===== src/rtl/dcache_assoc.sv =====
// dcache_assoc: parametrised write-back, write-allocate set-associative data cache with halt-driven flush.
// Define DCACHE_HITCNT_EN to count clean hits and store the count at HITCNT_ADDR after the flush.
//
// state     | meaning
// IDLE      | lookup; hits served combinationally, misses pick the victim frame
// WB        | write the dirty victim block back, one word per completed access
// FETCH     | read the requested block into the victim frame
// FLUSH     | scan frames in (set, way) order looking for dirty blocks
// FLUSH_WB  | write back the dirty frame found by the scan
// HITCNT_WR | store the hit counter at HITCNT_ADDR
// DONE      | flush complete, held until reset
module dcache_assoc #(
    parameter int          SETS        = 8,
    parameter int          WAYS        = 2,
    parameter int          BLOCK_WORDS = 2,
    parameter logic [31:0] HITCNT_ADDR = 32'h00003100
) (
    input  logic        CLK,
    input  logic        RST,
    input  logic        halt,
    input  logic        dmemREN,
    input  logic        dmemWEN,
    input  logic [31:0] dmemaddr,
    input  logic [31:0] dmemstore,
    output logic        dhit,
    output logic [31:0] dmemload,
    output logic        flushed,
    output logic        dREN,
    output logic        dWEN,
    output logic [31:0] daddr,
    output logic [31:0] dstore,
    input  logic [31:0] dload,
    input  logic        dwait
);
    localparam int OW  = $clog2(BLOCK_WORDS);
    localparam int OWX = (OW > 0) ? OW : 1;
    localparam int IW  = $clog2(SETS);
    localparam int WW  = (WAYS > 1) ? $clog2(WAYS) : 1;
    localparam int TW  = 30 - OW - IW;

    typedef enum logic [2:0] {IDLE, WB, FETCH, FLUSH, FLUSH_WB, HITCNT_WR, DONE} state_t;
`ifdef DCACHE_HITCNT_EN
    localparam state_t SCAN_END = HITCNT_WR;
`else
    localparam state_t SCAN_END = DONE;
`endif

    state_t          r_state;
    logic            r_valid [SETS][WAYS];
    logic            r_dirty [SETS][WAYS];
    logic [TW-1:0]   r_tag   [SETS][WAYS];
    logic [31:0]     r_data  [SETS][WAYS][BLOCK_WORDS];
    logic [WW-1:0]   r_vptr  [SETS];
    logic [IW-1:0]   r_set;
    logic [WW-1:0]   r_way;
    logic [OWX-1:0]  r_cnt;
    logic [TW-1:0]   r_tag_req;

    logic [TW-1:0]   w_tag;
    logic [IW-1:0]   w_idx;
    logic [OWX-1:0]  w_off;
    logic            w_req;
    logic            w_hit;
    logic [WW-1:0]   w_hit_way;
    logic [WW-1:0]   w_vic;
    logic            w_last_word;
    logic            w_last_frame;
    logic [31:0]     w_hitcnt;

    function automatic logic [31:0] f_addr(input logic [TW-1:0] t, input logic [IW-1:0] s,
                                           input logic [OWX-1:0] w);
        return (32'(t) << (2 + OW + IW)) | (32'(s) << (2 + OW)) | (32'(w) << 2);
    endfunction

    assign w_tag        = dmemaddr[31 -: TW];
    assign w_idx        = dmemaddr[2+OW +: IW];
    assign w_off        = OWX'((dmemaddr >> 2) & 32'(BLOCK_WORDS - 1));
    assign w_req        = dmemREN | dmemWEN;
    assign w_vic        = r_vptr[w_idx];
    assign w_last_word  = (r_cnt == OWX'(BLOCK_WORDS - 1));
    assign w_last_frame = (r_set == IW'(SETS - 1)) && (r_way == WW'(WAYS - 1));

    always_comb begin
        w_hit     = 1'b0;
        w_hit_way = '0;
        for (int i = 0; i < WAYS; i++) begin
            if (r_valid[w_idx][i] && (r_tag[w_idx][i] == w_tag)) begin
                w_hit     = 1'b1;
                w_hit_way = WW'(i);
            end
        end
    end

    // halt wins over a request in IDLE, so a request seen alongside halt is not acknowledged
    assign dhit     = (r_state == IDLE) && !halt && w_req && w_hit;
    assign dmemload = dhit ? r_data[w_idx][w_hit_way][w_off] : 32'd0;
    assign flushed  = (r_state == DONE);

    always_comb begin
        dREN   = 1'b0;
        dWEN   = 1'b0;
        daddr  = 32'd0;
        dstore = 32'd0;
        case (r_state)
            WB, FLUSH_WB: begin
                dWEN   = 1'b1;
                daddr  = f_addr(r_tag[r_set][r_way], r_set, r_cnt);
                dstore = r_data[r_set][r_way][r_cnt];
            end
            FETCH: begin
                dREN  = 1'b1;
                daddr = f_addr(r_tag_req, r_set, r_cnt);
            end
            HITCNT_WR: begin
                dWEN   = 1'b1;
                daddr  = HITCNT_ADDR;
                dstore = w_hitcnt;
            end
            default: ;
        endcase
    end

`ifdef DCACHE_HITCNT_EN
    logic [31:0] r_hitcnt;
    logic        r_miss_pend;
    assign w_hitcnt = r_hitcnt;
`else
    assign w_hitcnt = 32'd0;
`endif

    always_ff @(posedge CLK) begin
        if (RST) begin
            r_state   <= IDLE;
            r_set     <= '0;
            r_way     <= '0;
            r_cnt     <= '0;
            r_tag_req <= '0;
            for (int s = 0; s < SETS; s++) begin
                r_vptr[s] <= '0;
                for (int w = 0; w < WAYS; w++) begin
                    r_valid[s][w] <= 1'b0;
                    r_dirty[s][w] <= 1'b0;
                end
            end
`ifdef DCACHE_HITCNT_EN
            r_hitcnt    <= 32'd0;
            r_miss_pend <= 1'b0;
`endif
        end else begin
            case (r_state)
                IDLE: begin
                    if (halt) begin
                        r_state <= FLUSH;
                        r_set   <= '0;
                        r_way   <= '0;
                    end else if (w_req && w_hit) begin
                        if (dmemWEN) begin
                            r_data[w_idx][w_hit_way][w_off] <= dmemstore;
                            r_dirty[w_idx][w_hit_way]       <= 1'b1;
                        end
`ifdef DCACHE_HITCNT_EN
                        if (r_miss_pend) r_miss_pend <= 1'b0;
                        else             r_hitcnt    <= r_hitcnt + 32'd1;
`endif
                    end else if (w_req) begin
                        r_set     <= w_idx;
                        r_way     <= w_vic;
                        r_tag_req <= w_tag;
                        r_cnt     <= '0;
                        r_state   <= (r_valid[w_idx][w_vic] && r_dirty[w_idx][w_vic]) ? WB : FETCH;
`ifdef DCACHE_HITCNT_EN
                        r_miss_pend <= 1'b1;
`endif
                    end
                end
                WB: begin
                    if (!dwait) begin
                        if (w_last_word) begin
                            r_dirty[r_set][r_way] <= 1'b0;
                            r_cnt                 <= '0;
                            r_state               <= FETCH;
                        end else begin
                            r_cnt <= r_cnt + 1'b1;
                        end
                    end
                end
                FETCH: begin
                    if (!dwait) begin
                        r_data[r_set][r_way][r_cnt] <= dload;
                        if (w_last_word) begin
                            r_valid[r_set][r_way] <= 1'b1;
                            r_dirty[r_set][r_way] <= 1'b0;
                            r_tag[r_set][r_way]   <= r_tag_req;
                            r_vptr[r_set]         <= (r_vptr[r_set] == WW'(WAYS - 1)) ? '0 : r_vptr[r_set] + 1'b1;
                            r_cnt                 <= '0;
                            r_state               <= IDLE;
                        end else begin
                            r_cnt <= r_cnt + 1'b1;
                        end
                    end
                end
                FLUSH: begin
                    if (r_valid[r_set][r_way] && r_dirty[r_set][r_way]) begin
                        r_cnt   <= '0;
                        r_state <= FLUSH_WB;
                    end else if (w_last_frame) begin
                        r_state <= SCAN_END;
                    end else if (r_way == WW'(WAYS - 1)) begin
                        r_way <= '0;
                        r_set <= r_set + 1'b1;
                    end else begin
                        r_way <= r_way + 1'b1;
                    end
                end
                FLUSH_WB: begin
                    // returning to FLUSH re-examines the now-clean frame, which then advances the scan
                    if (!dwait) begin
                        if (w_last_word) begin
                            r_dirty[r_set][r_way] <= 1'b0;
                            r_cnt                 <= '0;
                            r_state               <= FLUSH;
                        end else begin
                            r_cnt <= r_cnt + 1'b1;
                        end
                    end
                end
                HITCNT_WR: begin
                    if (!dwait) r_state <= DONE;
                end
                DONE:    r_state <= DONE;
                default: r_state <= IDLE;
            endcase
        end
    end
endmodule


===== config.mk =====
export PLATFORM = sky130hd
export DESIGN_NAME = dcache_assoc
export DESIGN_NICKNAME = d
export VERILOG_FILES = /design/src/rtl/dcache_assoc.sv
export SDC_FILE = /design/constraint.sdc
export NUM_CORES = 2
export LEC_CHECK = 0
export BUFFER_PORTS_ARGS = -buffer_cell sky130_fd_sc_hd__buf_2
export CAP_MARGIN = 5
export CORE_AREA = 2 2 364 366
export CTS_BUF_LIST = sky130_fd_sc_hd__clkbuf_4 sky130_fd_sc_hd__clkbuf_8
export DETAILED_ROUTE_END_ITERATION = 8
export DIE_AREA = 0 0 366 368
export PLACE_DENSITY = 0.77
export SLEW_MARGIN = 20
export SYNTH_ARGS = -nofsm -noshare
export SYNTH_HDL_FRONTEND = slang
export SYNTH_SLANG_ARGS = --single-unit

===== constraint.sdc =====
create_clock -name CLK -period 9.45 [get_ports CLK]
set_input_delay 1.4175 -clock CLK [delete_from_list [all_inputs] [get_ports CLK]]
set_output_delay 1.4175 -clock CLK [all_outputs]
set_load 0.01 [all_outputs]

==> impl_metrics.env <==
export IMPL_finalClockSkew_ns=0.0570
export IMPL_power_per_cell_area_mw_per_mm2=213
export IMPL_wl_per_cell_um=32.7
export IMPL_max_stage_delay_ns=0.70
export IMPL_overflow=0
export IMPL_ir_drop_uv=243
export IMPL_synth_commonest_cells="edfxtp_1, mux4_2, mux2i_1, nor2_1, clkbuf_1"
export IMPL_ys_ff_latch=1517
export IMPL_grt_pass1_wl_um=282000
export IMPL_vias=41300
export IMPL_finalCritPeriodShare_pct=85.3
export IMPL_fmax_mhz=124
export IMPL_p_leak_uw=0.0255
export IMPL_stdcell_count=5966
export IMPL_core_rowCount=133
export IMPL_grt_usage_pct=29.0
export IMPL_cts_tree="built"
export IMPL_ant_nets=0
export IMPL_ys_flop_type="edfxtp_1"
export IMPL_fin_crit_ns=8.06
export IMPL_crit_path_start_kind="input pin"
export IMPL_portBuffers=197
export IMPL_rr_endpoint="r_data[0][54]"
export IMPL_synth_top_area_cell="edfxtp_1"
export IMPL_pin_count=202
export IMPL_hold_viol_final=0
export IMPL_slowest_stage="o32ai_2"
export IMPL_startpoint="dmemaddr[5]"
export IMPL_worstPathArrival_ns=6.65
export IMPL_gp_congestion=0.868
export IMPL_finalMaxSlewViolations=0
export IMPL_holdWs_ns=0.493
export IMPL_coreArea_mm2=0.131
export IMPL_slew_headroom_pct=19.0
export IMPL_initial_core_util_pct=54.7
export IMPL_crit_path_frequent_cell="buf_4"
export IMPL_regToRegStartpoint="r_tag[7][13]"
export IMPL_critPathKind="input pin to output port"
export IMPL_die_h_um=368
export IMPL_die_w_um=366
export IMPL_drtIter0Drc=6202
export IMPL_vias_per_cell=6.92
export IMPL_root_buffer="clkbuf_8"
export IMPL_post_cts_buffers=0
export IMPL_remaining_drc_errors=0
export IMPL_path_cells="buf_8 -> buf_4 -> mux4_2 -> mux2i_1 -> xor2_1 -> nand4_1 -> nor4_1 -> and3_4 -> buf_4 -> and2_1 -> a211oi_1 -> o32ai_2 -> buf_2"
export IMPL_cp_endpoint="dmemload[24]"
export IMPL_synth_edff_count=1464
export IMPL_totalWireLength_um=195000
export IMPL_synth_top_area_share_pct=61.5
export IMPL_cts_hold_buf=0
export IMPL_cts_max_level=4
export IMPL_yosysUniqueCellTypes=59
export IMPL_setup_slack_ns=1.39
export IMPL_grt_setup_unrepaired="no"
export IMPL_first_global_vias=41800
export IMPL_dieArea_mm2=0.135
export IMPL_cts_resized_gates=0
export IMPL_setup_viol=0
export IMPL_synthCells=3761
export IMPL_cp_top_family="buffers and inverters"
export IMPL_path_depth=13
export IMPL_clkTransAtPathRegs_ns=0.06
export IMPL_syn_avg_cell_area_um2=19.0
export IMPL_fin_nets=4108
export IMPL_ys_top_cells_by_area="edfxtp_1, mux4_2, mux2i_1"
export IMPL_ys_warn_count=0
export IMPL_placed_cells=5521
export IMPL_dr_pass1_iters=8
export IMPL_clkLatencyLatePin_ns=0.98
export IMPL_antenna_found_initial=13
export IMPL_ys_seq_area_share_pct=63.0
export IMPL_area_growth_pct=11.5
export IMPL_clock_sinks=1517
export IMPL_required_ns=8.03
export IMPL_async_flop_share_pct=0
export IMPL_critPathMaxFanout=93
export IMPL_layout_drive_gt1_share_pct=36.3
export IMPL_yosysMostFrequentCell="edfxtp_1"
export IMPL_ff2ff_path_depth=11
export IMPL_cap_violations=0
export IMPL_synthesis_area_mm2=0.0715
export IMPL_numCtsBuffers=235
export IMPL_status="finished clean"
export IMPL_dp_slack_ns=1.45
export IMPL_critPathBufInv=4
export IMPL_hold_class="flip-flop to flip-flop"
export IMPL_finalSetupTns_ns=0
export IMPL_cts_buffer_depth=3
export IMPL_r2r_slack_ns=3.55
export IMPL_dp_hpwl_um=110000
export IMPL_grt_max_degree=161
export IMPL_critical_path_endpoint_type="output port"
export IMPL_tightest_slew_ns=1.21
export IMPL_utilization_pct=61.0
-- report_power, final --
group	internal (µW)	switching, µW	leakage [µW]
clock network	2910	2620	0.00246
logic	1520	2060	0.00930
registers	7650	249	0.0137
-- metrics by stage --
stage          area (µm²)  total power [µW]
4_1_cts             79700             17000
5_1_grt             79700             17500
6_report            79700             17000
2_1_floorplan       71500             10400
3_5_place_dp        74900             11600
3_3_place_gp        74900             11500
-- placed cells by master, fill, tap and decap left out, types with 36 or more instances in the layout --
master    Yosys  final
nor2_4        0     48
mux2i_1     286    286
o21ai_0      50     50
buf_2        58    194
o22ai_1      79     79
dfxtp_1      53     50
nand3_1      37     36
edfxtp_1   1464   1464
buf_4        19     73
clkbuf_8      0    243
nand2_1     147    140
a22o_1       44     44
clkinv_1      0     75
clkbuf_4      0     60
mux4_2      759    759
a21oi_1      48     47
nor2_1      162    114
-- cells by family (layout without fill, tap and decap cells) --
| logic type | after synthesis | in the layout | share of synthesized area (%) |
|---|---|---|---|
| flip-flops | 1517 | 1517 | 63.0 |
| multiplexers | 1061 | 1061 | 28.2 |
| AND/OR/NAND/NOR | 480 | 480 | 3.04 |
| AO/OA/AOI/OAI | 337 | 337 | 3.28 |
| buffers and inverters | 322 | 764 | 1.99 |
| XOR/XNOR | 38 | 38 | 0.466 |
| adder cells (fa/ha/maj) | 5 | 5 | 0.0770 |
| other | 1 | 9 | 0.00525 |
-- final cells by class --
| class | count | area (µm²) |
|---|---|---|
| antenna | 7 | 17.5 |
| clock buffer | 303 | 3790 |
| clock inverter | 134 | 920 |
| fill | 9087 | 51100 |
| inverter | 27 | 108 |
| multi-input combinational | 1923 | 25500 |
| sequential | 1517 | 45000 |
| tap | 1755 | 2200 |
| timing repair buffer | 300 | 2170 |
-- state kept, by name, summed over array words and instances, names as in the netlist, named ones only --
name / cells
r_valid: 16
r_data: 1024
r_way: 1
r_cnt: 1
r_dirty: 16
r_state: 3
r_vptr: 8
r_tag_req: 26
r_tag: 416
r_set: 3
-- worst register-to-register path: stages (launching register included) --
cell and delay [ns]:
edfxtp_1 0.40, mux4_2 0.47, mux2i_1 0.17, xor2_1 0.61
nand4_1 0.42, nor4_1 0.63, and3_4 0.36, buf_4 0.47
nand2_1 0.29, o22a_1 0.54, nor2_4 0.54, buf_4 0.56
-- metal layers --
metal	share of wire, %	global-route usage [%]	routed length (µm)	vias to the layer above
li1	-	-	-	16500
met1	36	39.2	69600	21400
met2	48	46.0	94300	2876
met3	12	7.11	23300	482
met4	4.0	11.5	7750	0
met5	0	0	0	-
-- worst min-delay path by stage --
| stage | startpoint | to | slack, ns | depth (start not counted) |
|---|---|---|---|---|
| after floorplan | r_valid[0][1] | r_valid[0][1] | 0.46 | 2 |
| after global placement | r_valid[7][1] | r_valid[7][1] | 0.48 | 2 |
| after detailed placement | r_valid[7][1] | r_valid[7][1] | 0.48 | 2 |
| after CTS | r_valid[7][1] | r_valid[7][1] | 0.49 | 2 |
| after global routing | r_valid[2][0] | r_valid[2][0] | 0.52 | 2 |
| final | r_valid[7][1] | r_valid[7][1] | 0.49 | 2 |
No activity file was read; power rests on OpenSTA's default activity.
